**src/rtl/tof_pkg.sv**
```systemverilog
// Shared ToF definitions: channel/frame geometry, scheduler states and comm command codes.
package tof_pkg;

   localparam int unsigned NB_OF_SENSORS = 8;
   localparam int unsigned NB_ZONES      = 64;
   localparam int unsigned DATA_W        = 16;

   localparam logic [3:0] INIT_SENSOR   = 4'h1;
   localparam logic [3:0] INIT_FINISHED = 4'h2;

   typedef enum logic [2:0] {
      IDLE,
      GRANT,
      FETCH,
      CAPTURE,
      SEND
   } sched_state_t;

endpackage

```
**src/rtl/tof_rr_arbiter.sv**
```systemverilog
// Combinational round-robin search: first set request at or after ptr, wrapping modulo NB_REQ.
module tof_rr_arbiter #(
   parameter int unsigned NB_REQ = 8,
   parameter int unsigned IDX_W  = 3
) (
   input  logic [NB_REQ-1:0] req,
   input  logic [IDX_W-1:0]  ptr,
   output logic [IDX_W-1:0]  grant,
   output logic              any_req
);

   logic [IDX_W-1:0] idx;
   logic             found;

   always_comb begin
      grant = '0;
      found = 1'b0;
      idx   = '0;
      for (int unsigned k = 0; k < NB_REQ; k++) begin
         idx = IDX_W'((32'(ptr) + k) % NB_REQ);
         if (!found && req[idx]) begin
            found = 1'b1;
            grant = idx;
         end
      end
      any_req = |req;
   end

endmodule

```
**src/rtl/tof_readout_scheduler.sv**
```systemverilog
// Round-robin drain of completed ToF frames into one tagged 16-bit valid/ready stream.
// Optional per-sensor staleness watchdog (stale port) enabled by defining TOF_SCHED_STALE_EN.
module tof_readout_scheduler #(
   parameter int unsigned NB_OF_SENSORS = tof_pkg::NB_OF_SENSORS,
   parameter int unsigned IDX_W         = 3,
   parameter int unsigned NB_ZONES      = tof_pkg::NB_ZONES,
   parameter int unsigned ZONE_W        = 6,
   parameter int unsigned DATA_W        = tof_pkg::DATA_W
`ifdef TOF_SCHED_STALE_EN
   ,
   parameter logic [23:0] STALE_CYCLES  = 24'd10_000_000
`endif
) (
   input  logic                     clk,
   input  logic                     reset,
   input  logic                     enable,
   input  logic [NB_OF_SENSORS-1:0] ready_in,
   output logic [IDX_W-1:0]         tof_index,
   output logic [ZONE_W-1:0]        zone_idx,
   input  logic [DATA_W-1:0]        zone_data,
   output logic                     out_valid,
   input  logic                     out_ready,
   output logic [DATA_W-1:0]        out_data,
   output logic [IDX_W-1:0]         out_sensor,
   output logic [ZONE_W-1:0]        out_zone,
   output logic                     out_last,
   output logic                     frame_done,
   output logic                     busy,
   output logic [NB_OF_SENSORS-1:0] pending
`ifdef TOF_SCHED_STALE_EN
   ,
   output logic [NB_OF_SENSORS-1:0] stale
`endif
);

   import tof_pkg::*;

   sched_state_t             state_q, state_d;
   logic [NB_OF_SENSORS-1:0] pending_q, pending_d;
   logic [NB_OF_SENSORS-1:0] eligible;
   logic [IDX_W-1:0]         rr_q, rr_d;
   logic [IDX_W-1:0]         tof_index_q, tof_index_d;
   logic [ZONE_W-1:0]        zone_q, zone_d;
   logic [DATA_W-1:0]        out_data_q, out_data_d;
   logic [IDX_W-1:0]         out_sensor_q, out_sensor_d;
   logic [ZONE_W-1:0]        out_zone_q, out_zone_d;
   logic                     out_last_q, out_last_d;
   logic                     out_valid_q, out_valid_d;
   logic                     frame_done_q, frame_done_d;
   logic [IDX_W-1:0]         grant;
   logic                     any_req;

`ifdef TOF_SCHED_STALE_EN
   logic [23:0] stale_cnt_q [NB_OF_SENSORS];

   // Counter restarts on every ready flag and parks at the limit until the next one.
   always_ff @(posedge clk or negedge reset) begin
      if (!reset) begin
         for (int unsigned i = 0; i < NB_OF_SENSORS; i++) begin
            stale_cnt_q[i] <= '0;
         end
      end else begin
         for (int unsigned i = 0; i < NB_OF_SENSORS; i++) begin
            if (ready_in[i]) begin
               stale_cnt_q[i] <= '0;
            end else if (stale_cnt_q[i] != STALE_CYCLES) begin
               stale_cnt_q[i] <= stale_cnt_q[i] + 24'd1;
            end
         end
      end
   end

   always_comb begin
      stale = '0;
      for (int unsigned i = 0; i < NB_OF_SENSORS; i++) begin
         stale[i] = (stale_cnt_q[i] == STALE_CYCLES);
      end
   end

   assign eligible = pending_q & ~stale;
`else
   assign eligible = pending_q;
`endif

   tof_rr_arbiter #(
      .NB_REQ (NB_OF_SENSORS),
      .IDX_W  (IDX_W)
   ) u_arbiter (
      .req     (eligible),
      .ptr     (rr_q),
      .grant   (grant),
      .any_req (any_req)
   );

   always_comb begin
      state_d      = state_q;
      pending_d    = pending_q | ready_in;
      rr_d         = rr_q;
      tof_index_d  = tof_index_q;
      zone_d       = zone_q;
      out_data_d   = out_data_q;
      out_sensor_d = out_sensor_q;
      out_zone_d   = out_zone_q;
      out_last_d   = out_last_q;
      out_valid_d  = out_valid_q;
      frame_done_d = 1'b0;

      unique case (state_q)
         IDLE: begin
            if (enable && (|eligible)) begin
               state_d = GRANT;
            end
         end
         GRANT: begin
            if (any_req) begin
               tof_index_d = grant;
               zone_d      = '0;
               rr_d        = (grant == IDX_W'(NB_OF_SENSORS - 1)) ? '0 : grant + 1'b1;
               // A flag arriving in the grant cycle for the granted sensor survives the clear.
               pending_d   = (pending_q & ~(NB_OF_SENSORS'(1) << grant)) | ready_in;
               state_d     = FETCH;
            end else begin
               state_d = IDLE;
            end
         end
         FETCH: begin
            state_d = CAPTURE;
         end
         CAPTURE: begin
            out_data_d   = zone_data;
            out_sensor_d = tof_index_q;
            out_zone_d   = zone_q;
            out_last_d   = (zone_q == ZONE_W'(NB_ZONES - 1));
            out_valid_d  = 1'b1;
            state_d      = SEND;
         end
         SEND: begin
            if (out_valid_q && out_ready) begin
               out_valid_d = 1'b0;
               if (out_last_q) begin
                  frame_done_d = 1'b1;
                  state_d      = IDLE;
               end else begin
                  zone_d  = zone_q + 1'b1;
                  state_d = FETCH;
               end
            end
         end
         default: begin
            state_d = IDLE;
         end
      endcase
   end

   always_ff @(posedge clk or negedge reset) begin
      if (!reset) begin
         state_q      <= IDLE;
         pending_q    <= '0;
         rr_q         <= '0;
         tof_index_q  <= '0;
         zone_q       <= '0;
         out_data_q   <= '0;
         out_sensor_q <= '0;
         out_zone_q   <= '0;
         out_last_q   <= 1'b0;
         out_valid_q  <= 1'b0;
         frame_done_q <= 1'b0;
      end else begin
         state_q      <= state_d;
         pending_q    <= pending_d;
         rr_q         <= rr_d;
         tof_index_q  <= tof_index_d;
         zone_q       <= zone_d;
         out_data_q   <= out_data_d;
         out_sensor_q <= out_sensor_d;
         out_zone_q   <= out_zone_d;
         out_last_q   <= out_last_d;
         out_valid_q  <= out_valid_d;
         frame_done_q <= frame_done_d;
      end
   end

   assign tof_index  = tof_index_q;
   assign zone_idx   = zone_q;
   assign out_valid  = out_valid_q;
   assign out_data   = out_data_q;
   assign out_sensor = out_sensor_q;
   assign out_zone   = out_zone_q;
   assign out_last   = out_last_q;
   assign frame_done = frame_done_q;
   assign busy       = (state_q != IDLE);
   assign pending    = pending_q;

endmodule

```
**config.mk**
```make
export PLATFORM = sky130hd
export DESIGN_NAME = tof_readout_scheduler
export DESIGN_NICKNAME = d
export VERILOG_FILES = /design/src/rtl/tof_pkg.sv /design/src/rtl/tof_rr_arbiter.sv /design/src/rtl/tof_readout_scheduler.sv
export SDC_FILE = /design/constraint.sdc
export NUM_CORES = 1
export LEC_CHECK = 0
export CORE_ASPECT_RATIO = 1.75
export CORE_MARGIN = 2
export CORE_UTILIZATION = 55
export CTS_BUF_LIST = sky130_fd_sc_hd__clkbuf_2 sky130_fd_sc_hd__clkbuf_4 sky130_fd_sc_hd__clkbuf_8
export CTS_CLUSTER_DIAMETER = 40
export DETAILED_ROUTE_END_ITERATION = 12
export HOLD_SLACK_MARGIN = 0.02
export PLACE_DENSITY = 0.86
export SLEW_MARGIN = 20
export SYNTH_ARGS = -nofsm -noshare
export SYNTH_HDL_FRONTEND = slang
export SYNTH_SLANG_ARGS = --single-unit
```
**constraint.sdc**
```tcl
create_clock -name clk -period 5.6 [get_ports clk]
set_input_delay 1.12 -clock clk [delete_from_list [all_inputs] [get_ports clk]]
set_output_delay 1.12 -clock clk [all_outputs]
set_load 0.02 [all_outputs]
```
==> flow_metrics.env <==
export IMPL_status="finished clean"
export IMPL_track_usage_pct=24.9
export IMPL_ys_dominant_reg_cell="dfrtp_1"
export IMPL_final_util_pct=73.8
export IMPL_viasPerCell=5.78
export IMPL_antenna_left=0
export IMPL_top_layer="met4"
export IMPL_clk_pin_slew_worst_paths_ps=90
export IMPL_min_period_over_period_pct=73.1
export IMPL_synthCells=252
export IMPL_port_buffers=73
export IMPL_rows=35
export IMPL_routed_wl_um=7100
export IMPL_clkSinkCount=51
export IMPL_yosysMostFrequentCell="dfrtp_1"
export IMPL_synth_edf_count=0
export IMPL_cts_made_buffers=5
export IMPL_drc=0
export IMPL_cp_top_family="adder cells"
export IMPL_first_pass_iters=4
export IMPL_start_util_pct=57.4
export IMPL_synth_area_leader_cell="dfrtp_1"
export IMPL_maxCapViolCount=0
export IMPL_max_freq_mhz=244
export IMPL_synthToLayoutAreaGrowth_pct=28.5
export IMPL_tightest_slew_ps=931
export IMPL_synthArstFlopShare_pct=100
export IMPL_grt_pass1_vias=2379
export IMPL_antenna_cells=0
export IMPL_synth_area_top_cells="dfrtp_1, mux2_2, mux4_2, ha_1, nor2_1"
export IMPL_drt_iter0_drc=74
export IMPL_place_congestion=0.891
export IMPL_hold_class="flip-flop to flip-flop"
export IMPL_finalHoldViolations=0
export IMPL_ir_worst_vdd_mv=0.388
export IMPL_ys_warnings_count=0
export IMPL_critPathMaxStageDelay_ps=760
export IMPL_synth_nets=288
export IMPL_synth_area_um2=3040
export IMPL_critPathMaxFanout=14
export IMPL_maxSlewViolCount=0
export IMPL_crit_path_start="rr_q[1]"
export IMPL_fp_dieH_um=102
export IMPL_cp_end_kind="flip-flop"
export IMPL_coreArea_um2=5300
export IMPL_rsz0062_at_grt="no"
export IMPL_power_density_nw_per_um2=507
export IMPL_cts_tree="done"
export IMPL_wl_met1_um=2560
export IMPL_critPathRequiredTime_ps=5820
export IMPL_finalCriticalPeriod_ps=4090
export IMPL_synth_top_area_share_pct=41.9
export IMPL_finClkSkew_ps=8.84
export IMPL_cp_start_kind="flip-flop"
export IMPL_crit_buf_inv=1
export IMPL_hpwl_um=5340
export IMPL_critPathMostFrequentCell="ha_1"
export IMPL_synth_distinct_cells=59
export IMPL_regToRegSetupSlack_ps=1510
export IMPL_ioPinCount=74
export IMPL_hp_start="out_data[10]"
export IMPL_cp_cell_sequence="inv_1, ha_1, mux4_1, mux2i_2, a32oi_4, o22a_1, a221oi_4, o21ai_1, ha_1, ha_1, a21oi_1"
export IMPL_clk_path_buf_depth=2
export IMPL_fp_dieW_um=60.2
export IMPL_synth_seq_area_share_pct=41.9
export IMPL_htree_levels=2
export IMPL_synth_common_cells="dfrtp_1, mux2_2, nor2_1, nand2_1"
export IMPL_avgRoutedWirePerCell_um=17.9
export IMPL_worstReg2RegStart="rr_q[1]"
export IMPL_crit_type="flip-flop to flip-flop"
export IMPL_grt_max_degree=52
export IMPL_wl_met2_um=4010
export IMPL_max_slew_margin_pct=37.9
export IMPL_dieArea_um2=6170
export IMPL_fin_tns_setup_ps=0
export IMPL_cts_root_buf="clkbuf_8"
export IMPL_wl_met3_um=301
export IMPL_ys_ff_latch=51
export IMPL_crit_slowest_cell="mux4_1"
export IMPL_avgSynthCellArea_um2=12.1
export IMPL_antenna_found_initial=0
export IMPL_grt_overflow=0
export IMPL_finalPower_uw=1980
export IMPL_grt_pass1_wl_um=11400
export IMPL_clock_latency_ps=290
export IMPL_post_cts_buffers=0
export IMPL_setup_violations_final=0
export IMPL_hold_buffers=0
export IMPL_leakagePower_uw=0.00157
export IMPL_worstPathArrival_ps=4310
export IMPL_via_count=2294
export IMPL_drive_gt1_share_pct=21.1
export IMPL_layout_nets=358
export IMPL_cts_resized=0
path summary, 6_finish.rpt:
check                           depth (start not counted)           end
worst max-delay path                                   11       rr_q[2]
worst min-delay path                                    1  out_data[10]
worst max register to register                         11       rr_q[2]
worst min register to register                          1  out_data[10]
max in group asynchronous                               2  out_data[15]
min in group asynchronous                               2   out_data[5]
report_power, final:
part | internal, µW | switching (µW)
Combinational | 556 | 568
Sequential | 485 | 145
Clock | 118 | 111
Total | 1160 | 823
cells by family after synthesis:
| group | synth area share (%) |
|---|---|
| AOI/OAI and AO/OA | 13.7 |
| xor gates and xnor gates | 2.84 |
| adders and majority gates | 3.29 |
| buffers and inverters | 3.66 |
| DFF | 41.9 |
| muxes | 23.7 |
| and+or+nand+nor | 10.8 |
placed cells by master (no fill, tap or decap), types with 4 or more instances in the layout:
master	netlist	layout
clkdlybuf4s50_1	0	72
dfrtp_1	51	51
mux2_2	31	31
nor2_1	17	17
inv_1	11	11
nand2_1	12	11
a21oi_1	11	11
ha_1	8	8
mux4_2	7	7
nand3b_1	7	7
clkbuf_8	0	7
mux2i_1	6	6
o21ai_0	6	6
xor2_1	5	5
o22a_1	5	5
nor3_1	4	4
state kept, by name (all words and copies together), names as in the netlist:
signal	count
frame_done	1
out_data	16
out_last	1
out_sensor	3
out_valid	1
out_zone	6
pending	8
rr_q	3
state_q	3
tof_index	3
zone_idx	6
worst reg2reg max path: cells and delay by family, from the launching register on:
family	cells	cell delay, ps
adder cells (fa/ha/maj)	3	1120
multiplexers	2	1030
AO/OA/AOI/OAI	5	980
flip-flops	1	730
buffers and inverters	1	150
routing by layer:
layer	vias up	track usage (%)
li1	1067	-
met1	1141	27.4
met2	69	45.0
met3	17	5.44
met4	0	9.74
met5	-	0
layout make-up:
| cell class | instances | area [µm²] |
|---|---|---|
| well taps | 74 | 92.6 |
| repair buffers | 74 | 733 |
| multi-input cells | 178 | 1660 |
| inverters | 12 | 45.0 |
| fillers | 349 | 1390 |
| flip-flops and latches | 51 | 1280 |
| clock buffers | 8 | 104 |
stage by stage:
stage / worst slack, ps / std cells / hold slack (ps) / area (µm²)
2_1_floorplan: 2260 / 252 / 476 / 3040
3_3_place_gp: 1660 / 389 / 487 / 3800
3_5_place_dp: 1510 / 389 / 493 / 3800
4_1_cts: 1490 / 397 / 512 / 3910
5_1_grt: 1270 / 397 / 535 / 3910
6_report: 1510 / 397 / 509 / 3910
Power figures use the tool's default switching activity.
